**src/rtl/mem_arb_pkg.sv**
```systemverilog
// Shared types and default sizes for the instruction/data memory bus arbiter.
package mem_arb_pkg;

    localparam int unsigned DEF_ADDR_W     = 32;
    localparam int unsigned DEF_DATA_W     = 32;
    localparam int unsigned DEF_MAX_STREAK = 4;

    typedef enum logic [1:0] {
        StIdle,
        StBusyI,
        StBusyD
    } state_e;

    typedef enum logic {
        OwnI,
        OwnD
    } owner_e;

    // Which requester owns the bus while a transaction is outstanding.
    function automatic owner_e owner_of(state_e s);
        if (s == StBusyD) begin
            return OwnD;
        end
        return OwnI;
    endfunction

endpackage

```
**src/rtl/mem_arb_select.sv**
```systemverilog
// Grant decision for the shared memory bus: data wins unless fetch has waited
// through MAX_STREAK consecutive data grants.
module mem_arb_select
    import mem_arb_pkg::*;
#(
    parameter int unsigned MAX_STREAK = DEF_MAX_STREAK
) (
    input  logic clk,
    input  logic rst,
    input  logic idle,
    input  logic i_req,
    input  logic d_req,
    output logic i_gnt,
    output logic d_gnt
);

    localparam int unsigned STREAK_W = $clog2(MAX_STREAK + 1);
    localparam logic [STREAK_W-1:0] STREAK_MAX = STREAK_W'(MAX_STREAK);

    logic [STREAK_W-1:0] streak_q, streak_d;
    logic                starve;

    always_comb begin
        starve   = i_req && (streak_q == STREAK_MAX);
        d_gnt    = idle && d_req && !starve;
        i_gnt    = idle && i_req && !d_gnt;
        streak_d = streak_q;
        if (d_gnt) begin
            // Streak only grows while fetch is actually being passed over.
            if (!i_req) begin
                streak_d = '0;
            end else if (streak_q != STREAK_MAX) begin
                streak_d = streak_q + 1'b1;
            end
        end else if (i_gnt) begin
            streak_d = '0;
        end
    end

    always_ff @(posedge clk or posedge rst) begin
        if (rst) begin
            streak_q <= '0;
        end else begin
            streak_q <= streak_d;
        end
    end

endmodule

```
**src/rtl/mem_bus_arbiter.sv**
```systemverilog
// Non-pipelined arbiter sharing one memory bus between CPU fetch and load/store
// ports; one transaction outstanding at a time, completion signalled by m_ack.
module mem_bus_arbiter
    import mem_arb_pkg::*;
#(
    parameter int unsigned ADDR_W     = DEF_ADDR_W,
    parameter int unsigned DATA_W     = DEF_DATA_W,
    parameter int unsigned MAX_STREAK = DEF_MAX_STREAK
) (
    input  logic                clk,
    input  logic                rst,
    input  logic                i_req,
    input  logic [ADDR_W-1:0]   i_addr,
    output logic                i_gnt,
    output logic                i_rvalid,
    output logic [DATA_W-1:0]   i_rdata,
    input  logic                d_req,
    input  logic                d_we,
    input  logic [ADDR_W-1:0]   d_addr,
    input  logic [DATA_W-1:0]   d_wdata,
    input  logic [DATA_W/8-1:0] d_be,
    output logic                d_gnt,
    output logic                d_rvalid,
    output logic [DATA_W-1:0]   d_rdata,
    output logic                m_req,
    output logic                m_we,
    output logic [ADDR_W-1:0]   m_addr,
    output logic [DATA_W-1:0]   m_wdata,
    output logic [DATA_W/8-1:0] m_be,
    input  logic                m_ack,
    input  logic [DATA_W-1:0]   m_rdata
);

    state_e state_q, state_d;
    owner_e owner;
    logic   idle;
    logic   ack_done;

    assign idle     = (state_q == StIdle);
    assign owner    = owner_of(state_q);
    assign ack_done = m_ack && !idle;
    // Derived from the state register so reset drops it without waiting for a clock.
    assign m_req    = !idle;

    mem_arb_select #(
        .MAX_STREAK(MAX_STREAK)
    ) u_select (
        .clk  (clk),
        .rst  (rst),
        .idle (idle),
        .i_req(i_req),
        .d_req(d_req),
        .i_gnt(i_gnt),
        .d_gnt(d_gnt)
    );

    always_comb begin
        state_d = state_q;
        unique case (state_q)
            StIdle: begin
                if (d_gnt) begin
                    state_d = StBusyD;
                end else if (i_gnt) begin
                    state_d = StBusyI;
                end
            end
            StBusyI, StBusyD: begin
                if (m_ack) begin
                    state_d = StIdle;
                end
            end
            default: state_d = StIdle;
        endcase
    end

    always_ff @(posedge clk or posedge rst) begin
        if (rst) begin
            state_q <= StIdle;
        end else begin
            state_q <= state_d;
        end
    end

    always_ff @(posedge clk or posedge rst) begin
        if (rst) begin
            m_we    <= 1'b0;
            m_addr  <= '0;
            m_wdata <= '0;
            m_be    <= '0;
        end else if (d_gnt) begin
            m_we    <= d_we;
            m_addr  <= d_addr;
            m_wdata <= d_wdata;
            m_be    <= d_be;
        end else if (i_gnt) begin
            m_we    <= 1'b0;
            m_addr  <= i_addr;
            m_wdata <= '0;
            m_be    <= '1;
        end
    end

    always_ff @(posedge clk or posedge rst) begin
        if (rst) begin
            i_rvalid <= 1'b0;
            i_rdata  <= '0;
            d_rvalid <= 1'b0;
            d_rdata  <= '0;
        end else begin
            i_rvalid <= ack_done && (owner == OwnI);
            d_rvalid <= ack_done && (owner == OwnD);
            if (ack_done && (owner == OwnI)) begin
                i_rdata <= m_rdata;
            end
            if (ack_done && (owner == OwnD)) begin
                d_rdata <= m_we ? '0 : m_rdata;
            end
        end
    end

endmodule

```
**config.mk**
```make
export PLATFORM = sky130hd
export DESIGN_NAME = mem_bus_arbiter
export DESIGN_NICKNAME = d
export VERILOG_FILES = /design/src/rtl/mem_arb_pkg.sv /design/src/rtl/mem_arb_select.sv /design/src/rtl/mem_bus_arbiter.sv
export SDC_FILE = /design/constraint.sdc
export NUM_CORES = 1
export LEC_CHECK = 0
export CAP_MARGIN = 0
export CORE_ASPECT_RATIO = 1.2
export CORE_MARGIN = 2
export CORE_UTILIZATION = 45
export CTS_CLUSTER_SIZE = 14
export DETAILED_ROUTE_END_ITERATION = 16
export DONT_BUFFER_PORTS = 1
export GPL_TIMING_DRIVEN = 0
export PLACE_DENSITY_LB_ADDON = 0.2
export SLEW_MARGIN = 5
export SYNTH_ARGS = -nofsm -noshare
export SYNTH_HDL_FRONTEND = slang
export SYNTH_SLANG_ARGS = --single-unit
```
**constraint.sdc**
```tcl
create_clock -name clk -period 5 [get_ports clk]
set_input_delay 1 -clock clk [delete_from_list [all_inputs] [get_ports clk]]
set_output_delay 1 -clock clk [all_outputs]
set_load 0.01 [all_outputs]
```
==> results of run 1 <==
==> through the flow <==
step	total power [uW]	utilization (%)	instance area [um^2]	hold slack (ns)
6_report	5300	52.4	7280	0.487
3_3_place_gp	3970	47.8	6630	0.501
2_1_floorplan	3640	-	6420	0.479
4_1_cts	5360	52.4	7280	0.495
5_1_grt	5600	52.4	7280	0.513
3_5_place_dp	4040	48.0	6660	0.508
==> power groups by stage <==
stage	Clock, uW	Sequential [uW]	Combinational [uW]
finish	1290	2360	1640
floorplan	0	2220	1430
global route	1370	2420	1800
detailed placement	0	2380	1660
CTS	1320	2370	1670
global placement	0	2380	1590
==> cells by family after synthesis <==
group / share of synthesized area [%]
buffers and inverters: 6.02
muxes: 26.4
AOI/OAI and AO/OA: 3.74
and+or+nand+nor: 8.44
DFF: 54.6
adders and majority gates: 0.780
==> per-layer routing <==
layer / up-vias / share of wire, % / track usage (%)
met5: - / 0 / 0
met4: 0 / 2.6 / 8.27
met3: 27 / 8.8 / 7.90
met2: 162 / 51 / 30.8
met1: 1819 / 37 / 21.0
li1: 1699 / - / -
==> final cells by class <==
| class | count | area [um^2] |
|---|---|---|
| Clock buffer | 22 | 474 |
| Clock inverter | 10 | 138 |
| Inverter | 41 | 159 |
| Sequential cell | 140 | 3500 |
| Timing Repair Buffer | 1 | 27.5 |
| Tap cell | 171 | 214 |
| Multi-Input combinational cell | 292 | 2530 |
| Buffer | 28 | 233 |
| Fill cell | 1154 | 6600 |
==> path summary, 6_finish.rpt <==
path / from / to / slack (ns) / cells after the start
max in group asynchronous: rst / u_select.streak_q[1] / 3.73 / 2
max: state_q[0] / i_gnt / 1.81 / 6
min in group clk: u_select.streak_q[0] / u_select.streak_q[0] / 0.52 / 1
min: rst / m_addr[5] / 0.49 / 1
min reg2reg: u_select.streak_q[0] / u_select.streak_q[0] / 0.52 / 1
max reg2reg: state_q[0] / m_addr[2] / 2.94 / 7
==> state kept, by name, indices dropped and copies added (netlist names) <==
register,cells
u_select.streak_q,3
d_rdata,32
m_be,4
m_wdata,32
m_we,1
i_rvalid,1
i_rdata,32
state_q,2
d_rvalid,1
m_addr,32
==> synthesized netlist by cell type, types with 2 or more instances <==
cell type    n  area (um^2)
nand2_1     68          255
clkbuf_1     9         33.8
mux2i_1     34          340
o21ai_1      5         25.0
buf_12       4         80.1
inv_1       40          150
mux2_2      39          439
buf_6        7         78.8
dfrtp_1    140         3500
ha_1         4         50.1
buf_2        8         40.0
nand2b_1    38          238
nand3b_1     2         15.0
o21ai_0     29          145
mux2_4      61          916
==> metrics.md, run 1 <==
| Metric | Value |
|---|---|
| Final worst slack | 1.81 ns |
| CTS tree | built |
| Clock sinks | 140 |
| Total I/O pin count | 276 |
| Die Ht | 135 um |
| Worst-Skew Late Latency | 0.42 ns |
| Max-slew violation count | 0 |
| Starting density of the core | 46.2% |
| Worst-path cell chain | inv_1 > ha_1 > nand2_4 > buf_2 > clkbuf_1 > nor2_1 |
| Clk slew on worst S/H paths | 0.06 ns |
| Initial detailed-routing violation count | 216 |
| Period utilization | 63.8% |
| Max_cap viols | 0 |
| Largest net degree at the start of global routing | 89 |
| Slew @ Worst Pin | 0.509 ns |
| Slowest-stage cell, CP | clkbuf_1 |
| Post_cts resized | 0 |
| Worst path required time | 4.00 ns |
| CP endpoint kind | output pin |
| Num CTS Buffers | 17 |
| Clk pwr share | 24.4% |
| Int Power | 3470 uW |
| Failing checks | design-rule violations |
| Pleak | 0.00350 uW |
| Die width | 113 um |
| Via count | 3707 |
| Setup TNS | 0 ns |
| Distinct cells, synth | 28 |
| Vias in the first global route | 3968 |
| Worst slack at placement | 1.98 ns |
| Post-DP HPWL | 10600 um |
| Sw Ratio | 34.5% |
| GP Congestion | 0.779 |
| Worst path buffer plus inverter count | 3 |
| Postcts setup bufs | 0 |
| Crit Path Max Fanout | 10 |
| Initial antenna violation count | 0 |
| Synth Cell Area | 6420 um^2 |
| Placed cells | 673 |
| Mapped Nets | 643 |
| Sequential share of power | 44.6% |
| Switch Pwr | 1830 uW |
| Startpoint types | register |
| Mean Syn Cell Area | 12.8 um^2 |
| Family with the most delay on the worst path | buffers and inverters |
| Die Area | 15200 um^2 |
| Diode count | 0 |
| EDFF count, synth | 0 |
| # rows | 47 |
| Final Hold Viols | 0 |
| Synth Warn # | 0 |
| DR pass1 iterations | 11 |
| Max Root-Sink Buffers | 2 |
| FMAX | 314 MHz |
| Async set-or-reset flop fraction in the synthesized netlist | 100% |
| H-tree levels | 4 |
| VDD IR-drop max | 275 uV |
| Global-route wire length before repair | 21900 um |
| GRT Overall Usage | 18.6% |
| Synthesis-stage register bit count | 140 |
| P per Cell Area | 728 nW/um^2 |
| Kind of critical path | reg2out |
| Gr ovfl total | 0 |
| IO buf count | 0 |
| Most common cell after layout, fill and taps aside | dfrtp_1 |
| Max incr delay on CP | 0.41 ns |
| Status | finished, violations left |
| RSZ-0062 raised after global routing | false |
| Vias/cell | 5.26 |
| Seq/Total Area, Yosys | 54.6% |
| Non-Filler Instances | 705 |
| Ys flop type | dfrtp_1 |
| Most frequent cells in the layout | 140 x dfrtp_1, 68 x nand2_1, 61 x mux2_4, 39 x inv_1, 39 x mux2_2 |
| Final setup vio count | 0 |
| CTS hold repair buffers | 0 |
| Comb power frac | 31.0% |
| DRC errors left | 16 |
| Worst path arrival time | 2.19 ns |
| Drt total wl | 14500 um |
| Routed WL per cell | 20.5 um |
| CTS Root Cell | clkbuf_16 |
| Worst slew margin | 66.1% |
| Layout cells sized above 1 | 29.2% |
| Worst hold path type | in2async |
| Mapped Cells | 501 |
| DRT antenna net count | 0 |
| Fin nets | 663 |
| Placeable Area | 13900 um^2 |
| Area Overhead vs Synth | 13.4% |
| Clk_skew | 0.00668 ns |
| Period minus WS final | 3.19 ns |
No activity file was read; power rests on OpenSTA's default activity.
==> run 2, diff against run 1 <==
==> constraint.sdc (replaced) <==
create_clock -name clk -period 2.6 [get_ports clk]
set_input_delay 0.52 -clock clk [delete_from_list [all_inputs] [get_ports clk]]
set_output_delay 0.52 -clock clk [all_outputs]
set_load 0.01 [all_outputs]
==> run 2 against run 1 <==
Compared with the run above:
- the flow still finishes with violations (design-rule violations)
- global-route usage up 0.82 points
- wire length increased by 1.9%
- sequential share of layout area is 0.21 points lower
- sequential cell count stayed put
- via count rose by 1.2%
- combinational power is 95% higher
- sequential power increased by 93%
- final cell count up 0.43%
- total power increased by 90%
- hold slack worse by 0.48 ns
- critical path type unchanged
- largest power group unchanged
==> metrics.md, run 2 (synthesis results as in run 1) <==
| Metric | Value |
|---|---|
| Initial detailed-routing violation count | 199 |
| Max-slew violation count | 0 |
| CTS Root Cell | clkbuf_16 |
| Kind of critical path | reg2out |
| Total power draw | 10100 uW |
| Routed WL per cell | 20.8 um |
| RSZ-0062 raised after global routing | false |
| Largest net degree at the start of global routing | 38 |
| Placeable Area | 13900 um^2 |
| Crit Path Max Fanout | 10 |
| Worst path arrival time | 1.91 ns |
| Drt total wl | 14700 um |
| GP Congestion | 0.758 |
| Total I/O pin count | 276 |
| Die width | 113 um |
| Switch Pwr | 3500 uW |
| Final Hold Viols | 0 |
| FMAX | 412 MHz |
| Die Ht | 135 um |
| Pleak | 0.00352 uW |
| Period utilization | 93.4% |
| Diode count | 0 |
| Area Overhead vs Synth | 13.9% |
| Worst-path cell chain | inv_1 > ha_2 > inv_2 > a311oi_2 > buf_6 > buf_6 > nor2_1 |
| Global Route met3 Usage | 7.90% |
| DRC errors left | 15 |
| CP endpoint kind | output pin |
| Initial antenna violation count | 0 |
| Family with the most delay on the worst path | buffers and inverters |
| M1 GR Usage | 22.6% |
| # rows | 47 |
| Worst path buffer plus inverter count | 4 |
| H-tree levels | 4 |
| Status | finished, violations left |
| Clk pwr share | 22.8% |
| Sw Ratio | 34.8% |
| Via count | 3753 |
| P per Cell Area | 1380 nW/um^2 |
| DRT antenna net count | 0 |
| Starting density of the core | 46.2% |
| Met2 GRT Util | 31.5% |
| Clock sinks | 140 |
| Max_cap viols | 0 |
| Num CTS Buffers | 17 |
| Startpoint types | register |
| Most common cell on crit path | buf_6 |
| Layout cells sized above 1 | 30.0% |
| GRT Overall Usage | 19.4% |
| Worst R2R Path Depth | 8 |
| Hold Slack | 0.0101 ns |
| Worst slew margin | 68.2% |
| Period minus WS final | 2.43 ns |
| Clk_skew | 0.00697 ns |
| Most common cell after layout, fill and taps aside | dfrtp_1 |
| Vias/cell | 5.30 |
| Fin nets | 668 |
| VDD IR-drop max | 587 uV |
| Max incr delay on CP | 0.38 ns |
| Post-DP HPWL | 11200 um |
| Vias in the first global route | 4052 |
| Slew @ Worst Pin | 0.475 ns |
| WP depth | 7 |
| Failing checks | design-rule violations |
| DR pass1 iterations | 10 |
| Worst path required time | 2.08 ns |
| Layer carrying the most global-route usage | met2 |
| Worst hold path type | in2async |
| CTS hold repair buffers | 0 |
| Most frequent cells in the layout | 140 x dfrtp_1, 68 x nand2_1, 61 x mux2_4, 39 x inv_1, 39 x mux2_2 |
| Max Root-Sink Buffers | 2 |
| Clk slew on worst S/H paths | 0.06 ns |
| Final setup vio count | 0 |
| Global-route wire length before repair | 22700 um |
| Worst-Skew Late Latency | 0.40 ns |
| Gr ovfl total | 0 |
| CTS tree | built |
| Int Power | 6550 uW |
| Slowest-stage cell, CP | dfrtp_1 |
| Sequential share of power | 45.4% |
| Die Area | 15200 um^2 |
| IO buf count | 0 |
| Comb power frac | 31.8% |
==> run 2: cell count changes in the layout (fill, tap and decap cells not counted) <==
cell	change
clkbuf_8	+2
ha_2	+1
buf_4	+3
buf_12	+3
bufinv_16	-2
inv_6	-2
ha_1	-1
clkbuf_1	-1
==> run 2: worst paths after layout <==
check                                     start  slack, ns                    to
max reg2reg                          state_q[0]       0.56             m_addr[4]
max                                  state_q[0]       0.17                 i_gnt
min reg2reg                u_select.streak_q[0]       0.54  u_select.streak_q[0]
max in group asynchronous                   rst       1.90            d_rdata[6]
min                                         rst       0.01           d_rdata[13]
min in group clk                    d_wdata[10]       0.25           m_wdata[10]
==> run 2: per-stage QoR <==
step	instances	util [%]	setup WS (ns)	TNS [ns]	area, um^2
after floorplan	501	-	0.331	0	6420
after global placement	672	47.8	-0.398	-54.57	6640
after detailed placement	676	48.4	0.347	0	6720
after CTS	705	52.5	0.0332	0	7280
after global routing	708	52.7	0.0274	0	7310
final	708	52.7	0.173	0	7310
==> run 2: final cells by class <==
| type | instances | area (um^2) |
|---|---|---|
| Multi-Input combinational cell | 292 | 2530 |
| Timing Repair Buffer | 7 | 110 |
| Clock buffer | 24 | 502 |
| Fill cell | 1210 | 6570 |
| Tap cell | 171 | 214 |
| Sequential cell | 140 | 3500 |
| Inverter | 41 | 158 |
| Buffer | 27 | 229 |
| Clock inverter | 6 | 61.3 |
==> run 2: power groups by stage <==
stage	Clock, uW	Sequential, uW	Combinational [uW]
after floorplan	0	4260	2750
after global placement	0	4580	3060
after detailed placement	0	4590	3210
after CTS	2370	4580	3220
after global routing	2460	4680	3520
final	2300	4560	3200
==> run 2: worst reg2reg max path, cell delays in order (launching register included) <==
cell and delay, ns:
dfrtp_1 0.38, inv_1 0.10, ha_2 0.28, inv_2 0.10
a311oi_2 0.22, buf_6 0.16, buf_4 0.20, buf_12 0.17
mux2_4 0.31
==> run 2: what timing repair did <==
action | 4_1_cts | 5_1_grt
buffers inserted | 0 | 3
pin swaps | 0 | 0
gates resized for setup | 1 | 0
endpoints found under the setup margin | 1 | 1
==> run 2: routing by layer <==
layer  vias to the layer above  wire, um
met4                         0       427
met5                         -         0
met1                      1858      5520
li1                       1706         -
met2                       164      7490
met3                        25      1290
==> run 3, diff against run 2 <==
--- a/config.mk
+++ b/config.mk
@@ -5,10 +5,12 @@
 export SDC_FILE = /design/constraint.sdc
 export NUM_CORES = 1
 export LEC_CHECK = 0
+export ABC_CLOCK_PERIOD_IN_PS = 2600
 export CAP_MARGIN = 0
-export CORE_ASPECT_RATIO = 1.2
+export CORE_ASPECT_RATIO = 0.8
 export CORE_MARGIN = 2
 export CORE_UTILIZATION = 45
+export CTS_BUF_LIST = sky130_fd_sc_hd__clkbuf_4 sky130_fd_sc_hd__clkbuf_8
 export CTS_CLUSTER_SIZE = 14
 export DETAILED_ROUTE_END_ITERATION = 16
 export DONT_BUFFER_PORTS = 1
==> run 3 against run 2 <==
Compared with the run above:
- the flow now finishes without violations
- design area down 3.0%
- wire length down 4.9%
- die area about the same
- sequential power down 0.9%
- clock-buffer cell count down 4
- clock power down 31%
- hold slack better by 0.091 ns
- clock skew up 0.0046 ns
- combinational power about the same
- largest cell class unchanged
- sequential cell count unchanged
==> metrics.md, run 3 (synthesis results as in run 1) <==
| Metric | Value |
|---|---|
| Die Ht | 111 um |
| Vias in the first global route | 3899 |
| Die width | 138 um |
| Pleak | 0.00340 uW |
| Reg-to-reg endpoint | m_addr[3] |
| Startpoint types | register |
| Largest net degree at the start of global routing | 42 |
| Num CTS Buffers | 17 |
| Total power draw | 9290 uW |
| Layout cells sized above 1 | 30.2% |
| Max-slew violation count | 0 |
| Max_cap viols | 0 |
| Final Hold Viols | 0 |
| Vias/cell | 5.13 |
| Final setup vio count | 0 |
| Global-route wire length before repair | 21600 um |
| Sequential share of power | 48.7% |
| P per Cell Area | 1310 nW/um^2 |
| Worst hold path type | in2async |
| Core Util, Final | 50.2% |
| Fin nets | 665 |
| CP endpoint kind | output pin |
| Initial antenna violation count | 0 |
| Fillers | 1246 |
| Max Root-Sink Buffers | 2 |
| Period minus WS final | 2.40 ns |
| RSZ-0062 raised after global routing | false |
| Worst slew margin | 45.7% |
| Int Power | 5830 uW |
| Hold Slack | 0.101 ns |
| Area Overhead vs Synth | 10.4% |
| Reg-to-reg startpoint | state_q[0] |
| Total I/O pin count | 276 |
| GP Congestion | 0.734 |
| Slew @ Worst Pin | 0.813 ns |
| Worst path arrival time | 1.88 ns |
| Worst-Skew Late Latency | 0.44 ns |
| Metal1 wirelength | 5570 um |
| Post-DP HPWL | 10300 um |
| Routed WL per cell | 19.5 um |
| # rows | 39 |
| DR pass1 iterations | 4 |
| Worst path required time | 2.08 ns |
| DRT antenna net count | 0 |
| DRC errors left | 0 |
| Crit Path Max Fanout | 10 |
| Most frequent cells in the layout | 140 x dfrtp_1, 68 x nand2_1, 61 x mux2_4, 39 x inv_1, 39 x mux2_2 |
| Placeable Area | 14100 um^2 |
| Kind of critical path | reg2out |
| Status | complete, no violations |
| Worst R2R Path Depth | 8 |
| Comb power frac | 34.3% |
| Metal2 WL | 6750 um |
| Initial detailed-routing violation count | 170 |
| CTS hold repair buffers | 0 |
| Clock sinks | 140 |
| Via count | 3695 |
| H-tree levels | 4 |
| Period utilization | 92.4% |
| Area of the multi-input gates | 2540 um^2 |
| CTS tree | built |
| Gr ovfl total | 0 |
| Starting density of the core | 45.5% |
| Top Layer Used | met4 |
| Switch Pwr | 3460 uW |
| Clk_skew | 0.0115 ns |
| IO buf count | 0 |
| Diode count | 0 |
| Die Area | 15200 um^2 |
| WL met3 | 1470 um |
| Clk slew on worst S/H paths | 0.08 ns |
| Register-to-register setup slack | 0.55 ns |
| FMAX | 416 MHz |
| VDD IR-drop max | 558 uV |
| Drt total wl | 14000 um |
| Sequential cell area | 3500 um^2 |
| Most common cell after layout, fill and taps aside | dfrtp_1 |
| CTS Root Cell | clkbuf_8 |
| Clk pwr share | 17.0% |
| Sw Ratio | 37.2% |
| GRT Overall Usage | 18.8% |
==> run 3: how the worst max path moves through the flow <==
stage | start | endpoint | slack [ns] | cells after the start
floorplan | rst | d_rdata[0] | 0.33 | 1
global placement | rst | i_rdata[4] | -0.40 | 1
detailed placement | state_q[0] | i_gnt | 0.31 | 6
CTS | state_q[0] | i_gnt | 0.09 | 7
global route | state_q[0] | i_gnt | 0.06 | 7
finish | state_q[0] | i_gnt | 0.20 | 7
==> run 3: metrics by stage <==
stage,area [um^2],instances,TNS (ns),worst slack (ns)
final,7080,720,0,0.197
after global routing,7080,720,0,0.0618
after CTS,7070,720,0,0.0936
after global placement,6650,685,-55.39,-0.401
after detailed placement,6710,688,0,0.315
after floorplan,6420,501,0,0.331
==> run 3: layer usage <==
layer | global-route usage, % | vias to the layer above
met5 | 0 | -
met4 | 5.91 | 0
met3 | 8.32 | 16
met2 | 29.5 | 162
met1 | 23.1 | 1824
li1 | - | 1693
==> run 3: layout make-up <==
cell class / instances / share of cell area (%)
Buffer: 27 / 3.23
Clock buffer: 20 / 3.80
Clock inverter: 12 / 1.24
Inverter: 41 / 2.23
Multi-Input combinational cell: 292 / 35.9
Sequential cell: 140 / 49.5
Tap cell: 184 / 3.25
Timing Repair Buffer: 4 / 0.954
==> run 3: critical path, stage by stage, from the launching register on <==
cell and delay (ns):
dfrtp_1 0.39, inv_1 0.14, ha_4 0.21, inv_2 0.09
a311oi_2 0.21, buf_6 0.14, buf_6 0.17, nor2_1 0.10
==> run 3: repair_timing <==
item,4_1_cts,5_1_grt
setup buffers,1,0
gates resized for setup,1,1
setup endpoints to repair,2,1
==> run 3: power by group through the flow <==
stage,Combinational [uW],Sequential (uW),Clock [uW]
after CTS,3220,4540,1630
after global routing,3520,4660,1740
after floorplan,2750,4260,0
after global placement,3080,4550,0
final,3190,4520,1580
after detailed placement,3200,4560,0
